**src/rtl/wb_master_pipelined_pkg.sv**
```systemverilog
// wb_pkg: shared state encoding, default widths and command layout for the pipelined Wishbone master
//   Contents: WB_AW/WB_DW/WB_LW default widths, state_t FSM states, cmd_t command record.
package wb_pkg;
    localparam int WB_AW = 16;
    localparam int WB_DW = 16;
    localparam int WB_LW = 8;
    typedef enum logic [1:0] {IDLE, ISSUE, DRAIN} state_t;
    typedef struct packed {
        logic             we;
        logic [WB_AW-1:0] adr;
        logic [WB_LW-1:0] len;
    } cmd_t;
endpackage

```
**src/rtl/wb_outstanding_cnt.sv**
```systemverilog
// wb_outstanding_cnt: up/down count of strobed-but-unacknowledged Wishbone beats
//   clk, rst (async, active-low), clr (sync clear), inc (beat issued), dec (ack seen)
//   cnt (current count), full (cnt == MAX_OUT), empty (cnt == 0)
module wb_outstanding_cnt #(
    parameter int MAX_OUT = 4
) (
    input  logic       clk,
    input  logic       rst,
    input  logic       clr,
    input  logic       inc,
    input  logic       dec,
    output logic [3:0] cnt,
    output logic       full,
    output logic       empty
);
    assign full  = cnt == 4'(MAX_OUT);
    assign empty = cnt == 4'd0;
    // a simultaneous inc/dec nets to zero; a stray dec at zero is ignored
    always_ff @(posedge clk or negedge rst) begin
        if (!rst)
            cnt <= '0;
        else if (clr)
            cnt <= '0;
        else if (inc && !dec)
            cnt <= cnt + 4'd1;
        else if (!inc && dec && !empty)
            cnt <= cnt - 4'd1;
    end
endmodule

```
**src/rtl/wb_master_pipelined.sv**
```systemverilog
// wb_master_pipelined: Wishbone B4 pipelined master turning burst commands into pipelined cycles
//   Command:  cmd_valid/cmd_ready, cmd_we, cmd_adr, cmd_len (beats minus one)
//   Write:    wr_valid/wr_ready, wr_dat      Read: rd_valid (pulse), rd_dat
//   Wishbone: cyc_o, stb_o, we_o, adr_o, dat_o, ack_i, stall_i, dat_i; busy mirrors cyc_o
//   rst is asynchronous, active-low.
//   Optional macro WB_MASTER_TIMEOUT_EN adds parameter TIMEOUT and output err_timeout.
module wb_master_pipelined
    import wb_pkg::*;
#(
    parameter int AW      = WB_AW,
    parameter int DW      = WB_DW,
    parameter int LW      = WB_LW,
    parameter int MAX_OUT = 4
`ifdef WB_MASTER_TIMEOUT_EN
    ,parameter int TIMEOUT = 255
`endif
) (
    input  logic          clk,
    input  logic          rst,
    input  logic          cmd_valid,
    output logic          cmd_ready,
    input  logic          cmd_we,
    input  logic [AW-1:0] cmd_adr,
    input  logic [LW-1:0] cmd_len,
    input  logic          wr_valid,
    output logic          wr_ready,
    input  logic [DW-1:0] wr_dat,
    output logic          rd_valid,
    output logic [DW-1:0] rd_dat,
    output logic          busy,
    output logic          cyc_o,
    output logic          stb_o,
    output logic          we_o,
    output logic [AW-1:0] adr_o,
    output logic [DW-1:0] dat_o,
    input  logic          ack_i,
    input  logic          stall_i,
    input  logic [DW-1:0] dat_i
`ifdef WB_MASTER_TIMEOUT_EN
    ,output logic         err_timeout
`endif
);
    state_t        state;
    logic          we_r;
    logic [AW-1:0] adr_r;
    logic [LW:0]   beats_left;
    logic [3:0]    out_cnt;
    logic          full, empty, ack, issue, accept, drain_done, abort;

    assign cyc_o     = state != IDLE;
    assign busy      = cyc_o;
    // cmd_ready must read 0 while reset is held, not just after it
    assign cmd_ready = rst && state == IDLE;
    assign accept    = cmd_valid && cmd_ready;
    assign we_o      = cyc_o && we_r;
    assign adr_o     = adr_r;
    assign dat_o     = (state == ISSUE && we_r) ? wr_dat : '0;
    assign stb_o     = state == ISSUE && beats_left != '0 && !full && (!we_r || wr_valid);
    assign issue     = stb_o && !stall_i;
    assign wr_ready  = issue && we_r;
    assign ack       = ack_i && cyc_o;
    // the last outstanding ack may arrive in the same cycle we test for completion
    assign drain_done = empty || (out_cnt == 4'd1 && ack);

    wb_outstanding_cnt #(.MAX_OUT(MAX_OUT)) u_out (
        .clk   (clk),
        .rst   (rst),
        .clr   (abort),
        .inc   (issue),
        .dec   (ack),
        .cnt   (out_cnt),
        .full  (full),
        .empty (empty)
    );

`ifdef WB_MASTER_TIMEOUT_EN
    localparam int TW = $clog2(TIMEOUT + 1);
    logic [TW-1:0] wd;
    assign abort = cyc_o && !ack_i && wd == TW'(TIMEOUT - 1);
    always_ff @(posedge clk or negedge rst) begin
        if (!rst) begin
            wd          <= '0;
            err_timeout <= 1'b0;
        end else begin
            wd          <= (!cyc_o || ack_i) ? '0 : wd + TW'(1);
            err_timeout <= abort;
        end
    end
`else
    assign abort = 1'b0;
`endif

    always_ff @(posedge clk or negedge rst) begin
        if (!rst) begin
            state      <= IDLE;
            we_r       <= 1'b0;
            adr_r      <= '0;
            beats_left <= '0;
            rd_valid   <= 1'b0;
            rd_dat     <= '0;
        end else begin
            rd_valid <= ack && !we_r;
            rd_dat   <= dat_i;
            if (abort)
                state <= IDLE;
            else if (accept)
                state <= ISSUE;
            else if (state == ISSUE && issue && beats_left == (LW+1)'(1))
                state <= DRAIN;
            else if (state == DRAIN && drain_done)
                state <= IDLE;
            if (accept) begin
                we_r       <= cmd_we;
                adr_r      <= cmd_adr;
                beats_left <= (LW+1)'(cmd_len) + (LW+1)'(1);
            end else if (issue) begin
                adr_r      <= adr_r + AW'(1);
                beats_left <= beats_left - (LW+1)'(1);
            end
        end
    end
endmodule

```
**config.mk**
```make
export PLATFORM = sky130hd
export DESIGN_NAME = wb_master_pipelined
export DESIGN_NICKNAME = d
export VERILOG_FILES = /design/src/rtl/wb_master_pipelined_pkg.sv /design/src/rtl/wb_outstanding_cnt.sv /design/src/rtl/wb_master_pipelined.sv
export SDC_FILE = /design/constraint.sdc
export NUM_CORES = 1
export LEC_CHECK = 0
export BUFFER_PORTS_ARGS = -buffer_cell sky130_fd_sc_hd__buf_2
export CAP_MARGIN = 10
export CORE_ASPECT_RATIO = 2
export CORE_MARGIN = 1
export CORE_UTILIZATION = 47
export CTS_BUF_LIST = sky130_fd_sc_hd__clkbuf_16
export DETAILED_ROUTE_END_ITERATION = 10
export PLACE_DENSITY_LB_ADDON = 0.05
export SLEW_MARGIN = 0
export SYNTH_ARGS = -nofsm -noshare
export SYNTH_HDL_FRONTEND = slang
export SYNTH_SLANG_ARGS = --single-unit
```
**constraint.sdc**
```tcl
create_clock -name clk -period 2.87 [get_ports clk]
set_clock_uncertainty 0.1 [all_clocks]
set_input_delay 0.7175 -clock clk [delete_from_list [all_inputs] [get_ports clk]]
set_output_delay 0.7175 -clock clk [all_outputs]
set_load 0.01 [all_outputs]
```
# Word-level counts from Yosys, hierarchy flattened
# Index checks and enable logic that the tools add are counted.
# Widths: inputs -> output; s select.
op_classes:
  addsub: 5
  n_mux: 10
  reduce_logical: 33
  eq_ne: 5
ops:
  columns: ["operator", "count"]
  rows:
  - ["$mux 16", 3]
  - ["$logic_and 1x1->1", 18]
  - ["$mux 9", 2]
  - ["$add 16x1->16 const B", 1]
  - ["$add 8x1->9 const B", 1]
  - ["$eq 9x1->1 const B", 1]
  - ["$reduce_bool 9->1", 1]
  - ["$sub 9x1->9 const B", 1]
  - ["$mux 4", 2]
  - ["$logic_not 1->1", 6]
  - ["$mux 2", 3]
  - ["$reduce_bool 2->1", 3]
  - ["$add 4x1->4 const B", 1]
  - ["$eq 4x1->1 const B", 1]
  - ["$eq 4x3->1 const B", 1]
  - ["$logic_not 4->1", 1]
  - ["$sub 4x1->4 const B", 1]
  - ["$reduce_bool 3->1", 1]
  - ["$eq 2x1->1 const B", 1]
  - ["$eq 2x2->1 const B", 1]
  - ["$logic_not 2->1", 1]
  - ["$logic_or 1x1->1", 2]
word_totals:
  out_inout_bits: 55
  ff_bits: 49
  in_bits: 63

# Depth between registers and ports, before layout
logic_depth:
  depth_word: 10
  mapped_depth: 9
  ltp_nobuf: 7

# Cells and area by module
# From an unflattened synthesis, not the netlist that was laid out.
unflattened:
  cells_unflattened: 269
  hier_area_um2: 2678.8
modules_own_cells:
  columns: ["module", "seq_area_each_um2", "instances", "cells_each", "area_per_inst_um2"]
  rows:
  - ["wb_master_pipelined", 1126.1, 1, 238, 2378.5]
  - ["wb_outstanding_cnt", 100.1, 1, 31, 300.3]

# Least setup slack after synthesis
# OpenSTA, ideal clock, no wires.
synth_path:
  kind: "in2out"
  startpoint: "in wr_valid"
  endpoint: "out wr_ready"
  required_ns: 2.053
  setup_slack_ns: 0.497
  cell_stages: 5
  arrival_time_ns: 1.556
  cell_sequence: "nand2b_1 and4b_1 buf_6 buf_2 and3_1"
synth_via:
  elab_chain_cells: 4
synth_rtl:
  columns: ["element", "line", "source"]
  rows:
  - ["from (decl)", "wb_master_pipelined.sv:25", "input logic wr_valid,"]
  - ["$logic_or 1x1->1", "wb_master_pipelined.sv:58", "assign stb_o = state == ISSUE && beats_left != '0 && !full && (!we_r || wr_valid);"]
  - ["$logic_and 1x1->1", "wb_master_pipelined.sv:58", null]
  - ["$logic_and 1x1->1", "wb_master_pipelined.sv:59", "assign issue = stb_o && !stall_i;"]
  - ["$logic_and 1x1->1", "wb_master_pipelined.sv:60", "assign wr_ready = issue && we_r;"]
  - ["to (decl)", "wb_master_pipelined.sv:26", "output logic wr_ready,"]
# No other way between the ends.

# Final worst setup path
layout_path:
  startpoint: "reg u_out.cnt[1]"
  endpoint: "out wr_ready"
layout_via:
  elab_chain_cells: 6
layout_rtl:
  columns: ["element", "line", "source"]
  rows:
  - ["from (decl)", "wb_outstanding_cnt.sv:12", "output logic [3:0] cnt,"]
  - ["from (signal assigned)", "wb_outstanding_cnt.sv:25", "cnt <= cnt + 4'd1;"]
  - ["from (signal assigned)", "wb_outstanding_cnt.sv:27", "cnt <= cnt - 4'd1;"]
  - ["$eq 4x3->1", "wb_outstanding_cnt.sv:16", "assign full = cnt == 4'(MAX_OUT);"]
  - ["$logic_not 1->1", "wb_master_pipelined.sv:58", null]
  - ["$logic_and 1x1->1 (2 in a row)", "wb_master_pipelined.sv:58", null]
  - ["$logic_and 1x1->1", "wb_master_pipelined.sv:59", null]
  - ["$logic_and 1x1->1", "wb_master_pipelined.sv:60", null]
# No other way between the ends.

==> results.ini <==
[critical_path]
cp-start-kind=flip-flop
path_max_fanout=6
worstRegToRegCells=7
path_cells=inv_1, ha_1, nand3b_1, and4b_1, and3_1, buf_2
arrival_ns=1.88
crit_path_top_delay_cell=dfrtp_1
crit_type=reg2out
worstPathRequired_ns=2.05
critical_path.max_stage_delay_ns=0.44
timing.rr.end=beats_left[3]
crit_family=simple AND/OR/NAND/NOR gates
crit_buf_inv=2
rrSetupSlack_ns=0.54
worstSetupEndpointType=output port
reg2reg_from=u_out.cnt[1]

[synthesis]
ys_top_cells_by_area=dfrtp_1 (46%), and3_1 (4.9%), xnor2_1 (4.6%)
synthFlopType=dfrtp_1
synth-simple-area-share_pct=26.2
yosysWarnings=0
ys_top_cells_by_count=dfrtp_1 (49), nand2_1 (31), and3_1 (21)
synth_xor_area_share_pct=8.50
synth.distinct_cells=45
yosysTopAreaCellShare_pct=45.8
synthesis.nets=352
synth_largest_area_cell=dfrtp_1
ys_seq_area_share_pct=45.8
synth_most_common_cell=dfrtp_1
synth.area.mux_share_pct=1.87
synth-async-reset-ratio_pct=100
synth_top_family_by_area=simple AND/OR/NAND/NOR gates
synth_compound_area_share_pct=9.94
avgSynthCellArea_sq_um=9.54
synth_cells=281
synth_adder_area_share_pct=3.73
syn_area_sq_um=2680
synth_edf_count=0
ys_seq_elements=49

[drt]
totalWireLength_microns=6660
routed_via_density=5.45
drt_first_pass_iters=4
drc=0
vias=2528
wl_per_cell_microns=14.4
drtIter0Drc=85
drtAntennaViolNets=0

[timing]
slew_violations=0
setup-violations-final=0
relSlewSlack_pct=52.5
finalCriticalPeriod_ns=2.69
tightest_slew_ns=0.706
max_clock_freq_mhz=371
fin_crit_sh_pct=93.8
tns_ns=0
hold_viol=0

[global_route]
grt_antenna_before_repair=0
grt_start_max_net_pins=50
grt_overflow=0
first_global_vias=2391
grt_pass1_wl_microns=10800
grt_usage_pct=23.0

[floorplanning]
die_h_microns=109
start_util_pct=49.0
io_pins=118
dieArea_sq_um=6030
rows=38
core-area_sq_um=5470
die_w_microns=55.4

[cts]
clk_latency_ns=0.30
htree_num_levels=2
cts_root_buf=clkbuf_16
clock_path_buffers=2
tritoncts=done
cts-buffers-inserted=5
clkSinkCount=49
path_clk_slew_ns=0.07

[run_status]
status=complete, no violations

[worst_hold_path]
min_to=rd_dat[11]
holdPathStages=1
hold_path_class=in2reg
min_from=dat_i[11]

[pwr]
total_power_w=0.00340
clockPowerShare_pct=18.3
peakVddDrop_mv=0.770
p_int_w=0.00196
power_frac_comb_pct=45.6
swShare_pct=42.5
leakagePower_nw=1.74
p_seq_share_pct=36.0
power_density_nw_per_um2=968
netSwitchingPower_w=0.00145

[finish]
area_growth_pct=31.2
antenna_cells=0
nets=474
fill_cells=498
drive_above_1_share_pct=34.4

[placed_design]
gp_congestion=0.859
portBuffers=117
post-dp-hpwl_microns=5190

[run]
maxCapViolations=0

flip-flops by register name, summed over array words and instances, names as in the netlist:
name	count
adr_o	16
state	2
rd_valid	1
rd_dat	16
beats_left	9
u_out.cnt	4
we_r	1
stage by stage:
step                instances  setup WS [ns]  instance area (sq um)  util (%)  hold WS, ns
finish                    464          0.177                   3520      64.3        0.420
global route              464       -0.00199                   3520      64.3        0.414
CTS                       462          0.108                   3490      63.9        0.416
detailed placement        454          0.435                   3340      61.1        0.436
global placement          454          0.508                   3340      61.1        0.425
floorplan                 281          0.497                   2680         -        0.322
worst max path at each step:
stage / from / end / slack (ns) / cells after the start
6_report: u_out.cnt[1] / wr_ready / 0.18 / 6
5_1_grt: beats_left[0] / wr_ready / -0.002 / 6
4_1_cts: beats_left[0] / wr_ready / 0.11 / 6
3_5_place_dp: beats_left[0] / wr_ready / 0.44 / 6
3_3_place_gp: beats_left[0] / wr_ready / 0.51 / 6
2_1_floorplan: wr_valid / wr_ready / 0.50 / 5
placed cells by master (no fill, tap or decap), types with 3 or more instances in the layout:
cell type / netlist / final
nand2_1: 31 / 31
dfrtp_1: 49 / 49
inv_1: 8 / 8
ha_1: 8 / 8
nand3_1: 15 / 15
nor2_1: 15 / 15
mux2i_1: 5 / 5
xor2_1: 12 / 12
a21oi_1: 9 / 9
clkbuf_16: 0 / 5
and2_1: 3 / 3
and3_1: 21 / 21
buf_4: 2 / 12
buf_2: 2 / 117
a41oi_1: 3 / 3
nor2b_1: 3 / 3
o21ai_0: 15 / 15
xnor2_1: 14 / 14
nor3_1: 6 / 6
nor4_1: 9 / 9
nand4_1: 12 / 12
power by group through the flow:
stage / logic (W) / clock network [W] / registers (W)
6_report: 0.00155 / 0.000624 / 0.00123
5_1_grt: 0.00175 / 0.000654 / 0.00126
4_1_cts: 0.00156 / 0.000635 / 0.00121
3_5_place_dp: 0.00155 / 0 / 0.00123
3_3_place_gp: 0.00152 / 0 / 0.00122
2_1_floorplan: 0.00101 / 0 / 0.00122
metal layers:
metal	global-route usage, %	part of all wire [%]
met4	12.7	3.2
met5	0	0
met2	43.5	54
met1	22.8	37
met3	4.86	5.3
worst register-to-register path: cells and delay by family (launching register included):
family / cells / cell delay, ns
flip-flops: 1 / 0.44
AND/OR/NAND/NOR: 4 / 0.95
AO/OA/AOI/OAI: 1 / 0.36
adder cells (fa/ha/maj): 1 / 0.26
buffers and inverters: 1 / 0.09
cell type report:
class | instances | area (sq um) | area share (%)
inverter | 8 | 30.0 | 0.854
timing repair buffer | 129 | 676 | 19.2
multi-input combinational | 210 | 1360 | 38.5
clock inverter | 3 | 28.8 | 0.819
clock buffer | 5 | 125 | 3.56
tap | 60 | 75.1 | 2.14
sequential | 49 | 1230 | 34.9
cells by family (layout without fill, tap and decap cells):
kind of cell / count (synthesis) / in the layout
XOR/XNOR: 26 / 26
AND/OR/NAND/NOR: 129 / 129
buffers and inverters: 22 / 145
adder cells (fa/ha/maj): 8 / 8
multiplexers: 5 / 5
flip-flops: 49 / 49
AO/OA/AOI/OAI: 42 / 42
repair_timing:
item                       in CTS  in global routing
setup endpoints to repair       0                  2
buffers inserted                0                  2
hold buffers                    0                  0
gates resized for setup         0                  1
(Power assumes the default switching activity.)
